==> src/rtl/counter_pkg.sv <==
// Shared types for the bounded up/down counter: end-of-range modes and FSM states.
package counter_pkg;

  // Default widths used by the counter and its step calculator.
  localparam int COUNTER_BITS_DEF = 8;
  localparam int STEP_BITS_DEF    = 4;

  // End-of-range behaviour selected at runtime.
  typedef enum logic [1:0] {
    CNT_WRAP    = 2'd0,
    CNT_SAT     = 2'd1,
    CNT_ONESHOT = 2'd2
  } cnt_mode_t;

  // Counter control state: counting, or parked after a one-shot terminal event.
  typedef enum logic {
    CNT_RUN  = 1'b0,
    CNT_HALT = 1'b1
  } cnt_state_t;

endpackage : counter_pkg

==> src/rtl/counter_step_calc.sv <==
// Combinational step calculator: given the current count, direction, step and bounds,
// produces the value after one step and flags a terminal (end-of-range) event.
// Arithmetic is carried one bit wider than the count so neither overflow nor underflow
// can alias back into range.
module counter_step_calc
  import counter_pkg::*;
#(
  parameter int COUNTER_BITS = COUNTER_BITS_DEF,
  parameter int STEP_BITS    = STEP_BITS_DEF
) (
  input  logic [COUNTER_BITS-1:0] count,
  input  logic                    dir_down,
  input  logic [STEP_BITS-1:0]    step,
  input  logic [COUNTER_BITS-1:0] lower,
  input  logic [COUNTER_BITS-1:0] upper,
  input  cnt_mode_t               mode,
  output logic [COUNTER_BITS-1:0] next_val,
  output logic                    terminal
);

  localparam int WB = COUNTER_BITS + 1;

  logic [WB-1:0]           count_x_s;
  logic [WB-1:0]           step_x_s;
  logic [WB-1:0]           lower_x_s;
  logic [WB-1:0]           upper_x_s;
  logic [WB-1:0]           sum_s;
  logic [WB-1:0]           floor_s;
  logic [COUNTER_BITS-1:0] diff_s;

  assign count_x_s = {1'b0, count};
  assign step_x_s  = WB'(step);
  assign lower_x_s = {1'b0, lower};
  assign upper_x_s = {1'b0, upper};
  assign sum_s     = count_x_s + step_x_s;
  // Down-count is terminal when count < lower + step; comparing this way never underflows.
  assign floor_s   = lower_x_s + step_x_s;
  assign diff_s    = count - COUNTER_BITS'(step);

  // Select the stepped value, or the bound to reload on a terminal event.
  always_comb begin
    terminal = 1'b0;
    next_val = count;
    if (dir_down) begin
      if (count_x_s < floor_s) begin
        terminal = 1'b1;
        case (mode)
          CNT_WRAP:    next_val = upper;
          CNT_SAT:     next_val = lower;
          CNT_ONESHOT: next_val = lower;
          default:     next_val = lower;
        endcase
      end else begin
        next_val = diff_s;
      end
    end else begin
      if (sum_s > upper_x_s) begin
        terminal = 1'b1;
        case (mode)
          CNT_WRAP:    next_val = lower;
          CNT_SAT:     next_val = upper;
          CNT_ONESHOT: next_val = upper;
          default:     next_val = upper;
        endcase
      end else begin
        next_val = sum_s[COUNTER_BITS-1:0];
      end
    end
  end

endmodule : counter_step_calc

==> src/rtl/bounded_counter.sv <==
// Up/down counter with runtime bounds, step, load and wrap/saturate/one-shot end modes.
// All updates qualify on clk_en; priority is sync_reset > load > step.
module bounded_counter
  import counter_pkg::*;
#(
  parameter int COUNTER_BITS = COUNTER_BITS_DEF,
  parameter int STEP_BITS    = STEP_BITS_DEF
) (
  input  logic                    clk,
  input  logic                    reset,
  input  logic                    clk_en,
  input  logic                    enable,
  input  logic                    sync_reset,
  input  logic                    load,
  input  logic [COUNTER_BITS-1:0] load_val,
  input  logic                    dir_down,
  input  cnt_mode_t               mode,
  input  logic [STEP_BITS-1:0]    step,
  input  logic [COUNTER_BITS-1:0] lower,
  input  logic [COUNTER_BITS-1:0] upper,
  output logic [COUNTER_BITS-1:0] out,
  output logic                    at_limit,
  output logic                    wrap_pulse,
  output logic                    done,
  output logic                    bound_err
);

  cnt_state_t              state_r;
  cnt_state_t              state_nxt_s;
  logic [COUNTER_BITS-1:0] out_r;
  logic [COUNTER_BITS-1:0] out_nxt_s;
  logic                    pulse_r;
  logic                    pulse_nxt_s;
  logic                    done_r;
  logic [COUNTER_BITS-1:0] calc_val_s;
  logic                    calc_term_s;
  logic [COUNTER_BITS-1:0] start_val_s;
  logic                    step_go_s;

  counter_step_calc #(
    .COUNTER_BITS (COUNTER_BITS),
    .STEP_BITS    (STEP_BITS)
  ) u_step_calc (
    .count    (out_r),
    .dir_down (dir_down),
    .step     (step),
    .lower    (lower),
    .upper    (upper),
    .mode     (mode),
    .next_val (calc_val_s),
    .terminal (calc_term_s)
  );

  assign bound_err   = (lower > upper);
  assign start_val_s = dir_down ? upper : lower;
  assign step_go_s   = (state_r == CNT_RUN) && enable && (step != {STEP_BITS{1'b0}}) && !bound_err;

  // State register for the RUN/HALT FSM.
  always_ff @(posedge clk or negedge reset) begin
    if (!reset) begin
      state_r <= CNT_RUN;
    end else begin
      state_r <= state_nxt_s;
    end
  end

  // Next state: one-shot terminal parks in HALT; only sync_reset or load leave it.
  always_comb begin
    state_nxt_s = state_r;
    if (clk_en) begin
      if (sync_reset || load) begin
        state_nxt_s = CNT_RUN;
      end else if (step_go_s && calc_term_s && (mode == CNT_ONESHOT)) begin
        state_nxt_s = CNT_HALT;
      end else begin
        state_nxt_s = state_r;
      end
    end else begin
      state_nxt_s = state_r;
    end
  end

  // Next count and wrap pulse, following sync_reset > load > step priority.
  always_comb begin
    out_nxt_s   = out_r;
    pulse_nxt_s = 1'b0;
    if (clk_en) begin
      if (sync_reset) begin
        out_nxt_s = start_val_s;
      end else if (load) begin
        out_nxt_s = load_val;
      end else if (step_go_s) begin
        out_nxt_s   = calc_val_s;
        pulse_nxt_s = calc_term_s && (mode == CNT_WRAP);
      end else begin
        out_nxt_s = out_r;
      end
    end else begin
      out_nxt_s = out_r;
    end
  end

  // Output registers: count, single-cycle wrap pulse and done flag mirroring HALT.
  always_ff @(posedge clk or negedge reset) begin
    if (!reset) begin
      out_r   <= {COUNTER_BITS{1'b0}};
      pulse_r <= 1'b0;
      done_r  <= 1'b0;
    end else begin
      out_r   <= out_nxt_s;
      pulse_r <= pulse_nxt_s;
      done_r  <= (state_nxt_s == CNT_HALT);
    end
  end

  assign out        = out_r;
  assign wrap_pulse = pulse_r;
  assign done       = done_r;
  assign at_limit   = dir_down ? (out_r == lower) : (out_r == upper);

endmodule : bounded_counter

==> config.mk <==
export PLATFORM = sky130hd
export DESIGN_NAME = bounded_counter
export DESIGN_NICKNAME = d
export VERILOG_FILES = /design/src/rtl/counter_pkg.sv /design/src/rtl/counter_step_calc.sv /design/src/rtl/bounded_counter.sv
export SDC_FILE = /design/constraint.sdc
export NUM_CORES = 1
export LEC_CHECK = 0
export BUFFER_PORTS_ARGS = -buffer_cell sky130_fd_sc_hd__buf_2
export CAP_MARGIN = 20
export CORE_MARGIN = 3
export CORE_UTILIZATION = 25
export DETAILED_ROUTE_END_ITERATION = 8
export GPL_TIMING_DRIVEN = 0
export PLACE_DENSITY = 0.53
export REMOVE_ABC_BUFFERS = 1
export SLEW_MARGIN = 15
export SYNTH_ARGS = -nofsm -noshare
export SYNTH_HDL_FRONTEND = slang
export SYNTH_HIERARCHICAL = 1
export SYNTH_SLANG_ARGS = --single-unit
export TNS_END_PERCENT = 5
==> constraint.sdc <==
create_clock -name clk -period 4.4 [get_ports clk]
set_clock_uncertainty 0.05 [all_clocks]
set_input_delay 0 -clock clk [delete_from_list [all_inputs] [get_ports clk]]
set_output_delay 0 -clock clk [all_outputs]
set_load 0.02 [all_outputs]
==> out/summary.md <==
* Iteration-0 DRC Markers: 49
* initial antenna violation count: 0
* Cell Area, Synth: 2540 sq um
* CP max-delay cell: sky130_fd_sc_hd__dfrtp_1
* Top Ports: 49
* weighted congestion at the end of routability-driven global placement: 0.826
* synthesized area per cell: 8.30 sq um
* first element of the critical path: out[2]$_DFFE_PN0P_
* most frequent cells in the layout: sky130_fd_sc_hd__buf_2, sky130_fd_sc_hd__mux2i_1, sky130_fd_sc_hd__ha_1
* row cnt: 36
* Worst Path Class, Setup: reg -> reg
* post-synth top area share: 17.2%
* Slew @ Worst Pin: 0.828 ns
* count of placed standard cells including taps: 477
* nature of the critical path endpoint: flip-flop
* vias in the first global route: 2,495
* share of cells above drive strength 1: 23.8%
* Antenna Diode Count: 0
* Final min period: 4.01 ns
* latest clock arrival within the worst-skew pair: 0.23 ns
* clock-pin slew of the registers on the worst-case setup and hold paths: 0.05 ns
* global-route wire length before repair: 12,400 microns
* Clock Sink Count: 10
* average via count per standard cell: 4.98
* Fin. Hold Viols: 0
* estimated wirelength of the detail-placed design: 6070 microns
* core area: 9820 sq um
* number of cell instances on the worst register-to-register path: 17
* most common library cell in the layout ignoring fill and taps: sky130_fd_sc_hd__buf_2
* maximum number of pins on one net before global-route repair: 31
* total power consumption of the routed design: 1.04 mW
* final routed wirelength across all metal layers: 7570 microns
* Peak Freq: 250 MHz
* clock tree from TritonCTS: done
* final setup violating endpoints: 0
* final standard cell utilization of the core: 30.3%
* total power density per cell area: 351 nW/um^2
* VDD IR-drop max: 114 uV
* run status: finished, final reports clean
* endpoint of the worst register-to-register path: out[1]$_DFFE_PN0P_
* post-synthesis async set-or-reset flop share: 100%
* Tightest Hold Check Type: in -> reg
* unrepaired setup endpoints after global routing: false
* part of the Yosys area used for sequential elements: 9.85%
* largest cells by area after synthesis: sky130_fd_sc_hd__ha_1, sky130_fd_sc_hd__mux2i_1, sky130_fd_sc_hd__dfrtp_1
* Area Overhead vs Synth: 17.1%
* count of cell types in the netlist: 49
* number of H-tree levels: 1
* worst r2r src: out[2]$_DFFE_PN0P_
* Reg2Reg Setup Slack: 0.39 ns
* Antenna Nets Post-Route: 0
* Inserted Clock Buffers: 3
* setup TNS after final layout: 0 ns
* routed wire length per instance: 15.7 microns
* Synth Register Bits: 10
* width of the chip: 107 microns
* maximum capacitance violations: 0
* number of enable-type register cells in the synthesized netlist: 0
* LEAKAGE: 1.41 nW
* fill cell total of the finished layout: 1,106
* worst endpoint data arrival time: 4.07 ns
* Yosys Warn Count: 6
* vertical die dimension: 107 microns
* residual overflow from global routing: 0
* dominant register cell in the synthesized netlist: sky130_fd_sc_hd__dfrtp_1
* full die area: 11,400 sq um
* cell taking the most area after synthesis: sky130_fd_sc_hd__ha_1
* GRT Total Usage: 13.6%
* Syn Inst Count: 306
* effective utilization at floorplan: 25.9%
* Final period util: 91.0%
* worst-case headroom to the max-slew limit: 44.8%
* required time at the endpoint of the critical path: 4.47 ns
* maximum fanout along the worst path: 9
* remaining design rule violation count: 0
* Setup crit start kind: flip-flop
* number of input and output port buffers inserted: 48
* nets: 426
* non-filler instance count after layout: 482
* number of buffers between clock root and the deepest sink: 2
* CP Capture Point: out[1]$_DFFE_PN0P_
* count of final max-slew check failures: 0
* total vias in the final route: 2,400
* cell-by-cell trace of the critical path: ha_2, nor2_1, o21ai_0, and3_1, a211o_1, ha_1, nand3_1, nor2_1, and4_1, o32ai_2, buf_4, mux2i_1, mux2i_1, nor2b_1, a211oi_1, a21oi_1, mux2_2
* Critical Path Max Stage Delay: 0.50 ns
* Initial DRT Pass Iterations: 6
* clock root buffer: sky130_fd_sc_hd__clkbuf_8
report_power, final:
group          leakage [nW]  internal, mW  total, mW  switching [mW]
clock                0.0216        0.0602     0.0981          0.0379
combinational          1.27         0.368      0.774           0.407
sequential            0.119         0.112      0.172          0.0600
routing by layer:
metal  vias up  routed length [microns]  share of wire (%)  GRT usage, %
met4         0                      167                2.2          4.29
met2        25                     3690                 49          23.8
met5         -                        0                  0             0
met1      1174                     3550                 47          17.4
li1       1193                        -                  -             -
met3         8                      164                2.2          1.63
area by class of cell:
cell class              instances  area (sq um)  share of cell area, %
inverters                      28           105                   3.53
repair buffers                 52           280                   9.42
clock buffers                   3          41.3                   1.39
flip-flops and latches         10           251                   8.45
multi-input cells             256          2130                   71.6
well taps                     133           166                   5.59
stage by stage:
step                      cell area, sq um  setup WS (ns)  hold WS [ns]
after floorplan                       2470          0.421        -0.346
after global placement                2870         -0.225        -0.146
after detailed placement              2910          0.118        -0.145
after CTS                             2960          0.105        0.0346
after global routing                  2980         0.0379        0.0634
final                                 2980          0.394        0.0314
state kept, by name, indices dropped and copies added, names as in the netlist:
register	count
done	1
out	8
wrap_pulse	1
cell usage after synthesis, types with 5 or more instances:
| master | number |
|---|---|
| sky130_fd_sc_hd__a211oi_1 | 10 |
| sky130_fd_sc_hd__a21o_1 | 6 |
| sky130_fd_sc_hd__a21oi_1 | 19 |
| sky130_fd_sc_hd__clkbuf_1 | 5 |
| sky130_fd_sc_hd__dfrtp_1 | 10 |
| sky130_fd_sc_hd__ha_1 | 35 |
| sky130_fd_sc_hd__inv_1 | 27 |
| sky130_fd_sc_hd__mux2_2 | 14 |
| sky130_fd_sc_hd__mux2i_1 | 36 |
| sky130_fd_sc_hd__nand2_1 | 18 |
| sky130_fd_sc_hd__nand3_1 | 5 |
| sky130_fd_sc_hd__nand4_1 | 5 |
| sky130_fd_sc_hd__nor2_1 | 13 |
| sky130_fd_sc_hd__nor2b_1 | 16 |
| sky130_fd_sc_hd__o21ai_0 | 19 |
| sky130_fd_sc_hd__xnor2_1 | 11 |
| sky130_fd_sc_hd__xor2_1 | 13 |
timing repair:
item | CTS | global route
gates resized for setup | 0 | 4
buffers inserted | 0 | 1
hold endpoints to repair | 10 | 0
hold buffers | 1 | 0
setup endpoints to repair | 0 | 6
worst max-delay path, delay by kind of cell (launching register included):
family          cells  cell delay (ns)
fa+ha+maj           2             0.70
compound gates      5             0.84
flops               1             0.50
simple gates        6             1.09
mux                 3             0.51
buf+inv             1             0.19
cell families after synthesis:
logic type      synth area share [%]
compound gates                  18.2
mux                             20.4
xor+xnor                        8.27
buf+inv                         7.04
flops                           9.85
simple gates                    16.6
fa+ha+maj                       19.6
worst min path at each step:
stage	from	to	cells after the start	slack (ns)
global route	mode[1]	wrap_pulse$_DFF_PN0_	4	0.06
CTS	mode[1]	done$_DFFE_PN0P_	3	0.03
finish	mode[1]	done$_DFFE_PN0P_	3	0.03
detailed placement	reset	out[4]$_DFFE_PN0P_	1	-0.15
floorplan	reset	done$_DFFE_PN0P_	0	-0.35
global placement	reset	out[4]$_DFFE_PN0P_	1	-0.15
(Power assumes the default switching activity.)
